--- src/rtl/dcim_pkg.sv ---
// Shared DCIM definitions: sequencer state encoding and widths.
// Imported by the shift-and-accumulate control path.
package dcim_pkg;

  localparam int DCIM_ACC_W       = 24;
  localparam int DCIM_IN_BITS_DEF = 8;

  typedef enum logic [1:0] {
    S_IDLE = 2'd0,
    S_ACC  = 2'd1,
    S_DONE = 2'd2
  } sacc_state_t;

endpackage

--- src/rtl/s_cla.sv ---
// Shared carry-lookahead adder: 4-bit lookahead groups,
// group carries chained. Carry-out provided, modulo 2^W sum.
module s_cla #(
  parameter int W = 24
) (
  input  logic [W-1:0] a,
  input  logic [W-1:0] b,
  input  logic         cin,
  output logic [W-1:0] sum,
  output logic         cout
);

  localparam int NG = W / 4;

  logic [W-1:0] g;
  logic [W-1:0] p;
  logic [W-1:0] c;
  logic         cg;
  logic         gg;
  logic         pp;

  assign g = a & b;
  assign p = a ^ b;

  // Bit carries inside a group depend only on the group carry-in.
  always_comb begin
    c  = '0;
    cg = cin;
    gg = 1'b0;
    pp = 1'b1;
    for (int grp = 0; grp < NG; grp++) begin
      gg = 1'b0;
      pp = 1'b1;
      for (int j = 0; j < 4; j++) begin
        c[grp*4+j] = gg | (pp & cg);
        gg = g[grp*4+j] | (p[grp*4+j] & gg);
        pp = pp & p[grp*4+j];
      end
      cg = gg | (pp & cg);
    end
  end

  assign sum  = p ^ c;
  assign cout = cg;

endmodule

--- src/rtl/dcim_sacc_ctrl.sv ---
// Bit-serial shift-and-accumulate sequencer, MSB plane first,
// with negative MSB weight for two's-complement activations.
module dcim_sacc_ctrl
  import dcim_pkg::*;
#(
  parameter int IN_BITS = DCIM_IN_BITS_DEF,
  parameter int PSUM_W  = 16,
  parameter int ACC_W   = DCIM_ACC_W
) (
  input  logic              clk,
  input  logic              rst_n,
  input  logic              start,
  input  logic              signed_in,
  input  logic              clear,
  input  logic              psum_valid,
  input  logic [PSUM_W-1:0] psum,
  output logic              psum_ready,
  output logic              busy,
  output logic              out_valid,
  input  logic              out_ready,
  output logic [ACC_W-1:0]  result
);

  localparam int CW = $clog2(IN_BITS);
  localparam logic [CW-1:0] CNT_MAX = CW'(IN_BITS - 1);

  sacc_state_t state;
  logic [ACC_W-1:0] acc;
  logic [CW-1:0]    cnt;
  logic             sgn;

  logic [ACC_W-1:0] op_a;
  logic [ACC_W-1:0] op_p;
  logic [ACC_W-1:0] op_b;
  logic [ACC_W-1:0] sum;
  logic             neg;
  logic             cout;

  assign op_a = {acc[ACC_W-2:0], 1'b0};
  assign op_p = ACC_W'($signed(psum));
  // MSB plane of a signed operand carries weight -2^(IN_BITS-1).
  assign neg  = sgn && (cnt == CNT_MAX);
  assign op_b = neg ? ~op_p : op_p;

  s_cla #(.W(ACC_W)) u_cla (
    .a   (op_a),
    .b   (op_b),
    .cin (neg),
    .sum (sum),
    .cout(cout)
  );

  always_ff @(posedge clk or negedge rst_n) begin
    if (!rst_n) begin
      state <= S_IDLE;
      acc   <= '0;
      cnt   <= '0;
      sgn   <= 1'b0;
    end else if (clear) begin
      state <= S_IDLE;
    end else begin
      unique case (state)
        S_IDLE: begin
          if (start) begin
            sgn   <= signed_in;
            cnt   <= CNT_MAX;
            acc   <= '0;
            state <= S_ACC;
          end
        end
        S_ACC: begin
          if (psum_valid) begin
            acc <= sum;
            if (cnt == '0) state <= S_DONE;
            else           cnt   <= cnt - 1'b1;
          end
        end
        S_DONE: begin
          if (out_ready) begin
            if (start) begin
              sgn   <= signed_in;
              cnt   <= CNT_MAX;
              acc   <= '0;
              state <= S_ACC;
            end else begin
              state <= S_IDLE;
            end
          end
        end
        default: state <= S_IDLE;
      endcase
    end
  end

  assign psum_ready = (state == S_ACC);
  assign out_valid  = (state == S_DONE);
  assign busy       = (state != S_IDLE);
  assign result     = acc;

endmodule

--- config.mk ---
export PLATFORM = sky130hd
export DESIGN_NAME = dcim_sacc_ctrl
export DESIGN_NICKNAME = d
export VERILOG_FILES = /design/src/rtl/dcim_pkg.sv /design/src/rtl/s_cla.sv /design/src/rtl/dcim_sacc_ctrl.sv
export SDC_FILE = /design/constraint.sdc
export NUM_CORES = 1
export LEC_CHECK = 0
export BUFFER_PORTS_ARGS = -buffer_cell sky130_fd_sc_hd__buf_2
export CAP_MARGIN = 0
export CELL_PAD_IN_SITES_DETAIL_PLACEMENT = 0
export CELL_PAD_IN_SITES_GLOBAL_PLACEMENT = 1
export CORE_MARGIN = 2
export CORE_UTILIZATION = 23
export DETAILED_ROUTE_END_ITERATION = 10
export GPL_ROUTABILITY_DRIVEN = 0
export PLACE_DENSITY = 0.45
export REMOVE_ABC_BUFFERS = 1
export SLEW_MARGIN = 20
export SYNTH_ARGS = -nofsm -noshare
export SYNTH_HDL_FRONTEND = slang
export SYNTH_SLANG_ARGS = --single-unit
--- constraint.sdc ---
create_clock -name clk -period 6.7 [get_ports clk]
set_clock_uncertainty 0.1 [all_clocks]
set_input_delay 1.34 -clock clk [delete_from_list [all_inputs] [get_ports clk]]
set_output_delay 1.34 -clock clk [all_outputs]
set_load 0.1 [all_outputs]
==> results by group <==
Pwr
  – PD cells: 525 nW/µm²
  – Clock network power share: 10.3%
  – Max VDD drop: 0.207 mV
  – Leakage: 1.40 nW
  – Internal: 0.629 mW
  – Switching Power: 0.930 mW
  – Sequential share of power: 18.6%
  – Gate power share: 71.1%
  – Sw frac: 59.6%

Worst setup path
  – CP Buf/Inv Count: 2
  – Crit-path cells: buf_2 -> xnor2_1 -> inv_1 -> ha_1 -> and2_1 -> a221oi_1 -> nor4b_1 -> a21oi_1 -> a21oi_1 -> fa_1 -> o31ai_1
  – Reg-to-Reg Start: cnt[0]
  – Reg2reg end: result[20]
  – Worst setup path startpoint: psum[15]
  – Worst setup EP type: register
  – Critical path arrival: 4.57 ns
  – CP dominant cell by count: a21oi_1
  – CP peak stage delay: 0.44 ns
  – Critical path's top delay family: compound AO/OA/AOI/OAI gates
  – Startpoint class of the critical path: input pin
  – Crit path max fanout: 8
  – Critical Path End: result[20]
  – Critical path type: input pin to register
  – Reg2Reg Setup Slack: 2.22 ns
  – Crit-path slowest cell: fa_1
  – Worst path depth: 11
  – Req. time, crit path: 6.79 ns
  – R2R depth: 13

STA
  – Hold Fails Final Rpt: 0
  – Fmax: 223 MHz
  – Slew HR: 48.8%
  – Final setup viols: 0
  – Pins Over Slew Limit: 0
  – Slew @ Worst Pin: 0.768 ns
  – TNS Setup: 0 ns
  – RSZ-0062 raised after global routing: false
  – Min Tclk post-route: 4.48 ns
  – Fin crit share: 66.9%
  – WHS: 0.402 ns

Floorplanning
  – Core area: 10400 µm²
  – Die height: 108 µm
  – Initial Utilization: 23.9%
  – Row Count: 37
  – Die area: 11600 µm²
  – Num ports: 50
  – Die Wd: 108 µm

GRT
  – M1 GR Usage: 18.3%
  – Vias in the first global route: 2133
  – Largest net degree at the start of global routing: 31
  – Grt met2 use: 20.5%
  – Met3 GRT Util: 2.42%
  – First-pass GRT wire length: 11500 µm
  – Initial antenna violation count: 0
  – Total grt overflow: 0
  – GR peak layer: met2
  – Tot GR Track Use: 13.0%

Routing
  – TritonRoute pass-1 iters: 4
  – Post-route DRC: 0
  – Vias: 2133
  – Post-DRT Antenna Nets: 0
  – Initial DRC Count: 55
  – Routed WL per cell: 15.6 µm
  – Total Wirelength: 7040 µm
  – DR vias/cell: 4.72

Logic synthesis
  – Post-synthesis sequential area ratio: 30.3%
  – Post-synth EDFFs: 0
  – Synth top area cells: dfrtp_1 30%, ha_1 13%, xnor2_1 8.1%, nand2_1 5.3%, fa_1 4.0%
  – Yosys Warn Count: 0
  – Syn_area_per_cell: 9.37 µm²
  – Post-synthesis sequential element count: 30
  – Synth area leader: dfrtp_1
  – Post-synth cell types: 53
  – Top_reg_cell synth: dfrtp_1
  – Cell area after synthesis: 2470 µm²
  – Syn Inst Count: 264
  – Post-synthesis async set-or-reset flop share: 100%
  – Count leader, synth: nand2_1
  – Post-synth top cells: 35 x nand2_1, 30 x dfrtp_1, 26 x ha_1, 23 x xnor2_1, 19 x a21oi_1
  – Synth top area share: 30.3%

Cells and area
  – Fillers: 1138
  – Post-Layout Inst Area: 2970 µm²
  – Antenna Cells: 0
  – Finished Layout Cells: 452
  – Nets@finish: 369
  – Share of layout cells above drive strength 1: 21.5%
  – Area growth from synthesis to layout: 20.0%

Clock tree
  – CTS tree: done
  – Post-cts sizing count: 0
  – Clk_lat worst skew: 0.28 ns
  – CTS Buf Count: 5
  – Clock buffer depth: 2
  – H-tree lvl count: 2
  – Reg clk slew, reported paths: 0.07 ns
  – Hold_buf cts: 0
  – Post-CTS Setup Inserts: 0
  – Clock sink total: 30
  – Clock Root Buffer: clkbuf_8

Status
  – Outcome: complete, no violations

Placement
  – DP Wirelength: 5350 µm
  – Placed inst area: 2880 µm²
  – Dpl cells: 444
  – Port Buf Inserts: 49

Worst hold path
  – Hold path start: cnt[0]
  – HP Class: register to register

Job
  – Max-cap violations: 0
## cells by family after synthesis
| family | count (synthesis) | share of synthesized area [%] |
|---|---|---|
| flops | 30 | 30.3 |
| simple gates | 80 | 17.6 |
| xor+xnor | 28 | 9.91 |
| buf+inv | 20 | 3.24 |
| fa+ha+maj | 31 | 17.2 |
| compound gates | 74 | 21.2 |
| mux | 1 | 0.455 |
## cells in the final DEF, fill, tap and decap left out, types with 3 or more instances in the layout
master and instances:
buf_2 49, nand2_1 35, dfrtp_1 30, ha_1 26, xnor2_1 23, a21oi_1 19, o31ai_1 13, inv_1 12
o21ai_0 10, nor2_1 8, nand3_1 7, clkbuf_8 6, xor2_1 5, fa_1 5, o211ai_1 4, nand3b_1 3
o21a_1 3, a21o_1 3, nor2b_1 3, nor3_1 3, a211oi_1 3
## metal layers
metal,vias up,share of wire [%]
li1,1067,-
met1,1019,49
met2,43,46
met3,4,4.2
met4,0,0.80
met5,-,0
## worst register-to-register path: stages, from the launching register on
cell,delay (ns)
dfrtp_1,0.41
ha_1,0.24
nand3_4,0.28
inv_1,0.21
xnor2_1,0.43
inv_1,0.28
ha_1,0.42
and2_1,0.18
a221oi_1,0.43
nor4b_1,0.39
a21oi_1,0.11
a21oi_1,0.23
fa_1,0.44
o31ai_1,0.23
## registers in the layout, summed over array words and instances, names as in the netlist
signal / flops
sgn: 1
cnt: 3
state: 2
result: 24
## power groups by stage
stage	registers [mW]	clock network (mW)	logic, mW
final	0.290	0.161	1.11
after global routing	0.302	0.180	1.21
after CTS	0.293	0.171	1.12
after detailed placement	0.296	0	1.11
after global placement	0.296	0	1.12
after floorplan	0.656	0	0.532
## cell type report
| type | count | area [µm²] | area share, % |
|---|---|---|---|
| Sequential cell | 30 | 751 | 25.3 |
| Tap cell | 136 | 170 | 5.73 |
| Clock inverter | 1 | 5.00 | 0.168 |
| Timing Repair Buffer | 51 | 260 | 8.76 |
| Multi-Input combinational cell | 214 | 1640 | 55.3 |
| Clock buffer | 7 | 86.3 | 2.91 |
| Inverter | 13 | 53.8 | 1.81 |
## worst min-delay path by stage
stage	slack, ns	cells past startpoint	endpoint
6_report	0.40	1	cnt[0]
2_1_floorplan	0.37	1	cnt[0]
5_1_grt	0.45	2	result[8]
3_5_place_dp	0.40	1	cnt[0]
4_1_cts	0.41	1	cnt[0]
3_3_place_gp	0.39	2	result[8]
## stage by stage
step,utilization (%),setup WS (ns),total power [mW]
2_1_floorplan,-,2.42,1.19
3_3_place_gp,27.8,2.01,1.42
3_5_place_dp,27.8,1.90,1.41
4_1_cts,28.6,2.16,1.58
5_1_grt,28.6,1.70,1.69
6_report,28.6,2.22,1.56
Note: power is estimated with default switching activity, not from simulation.
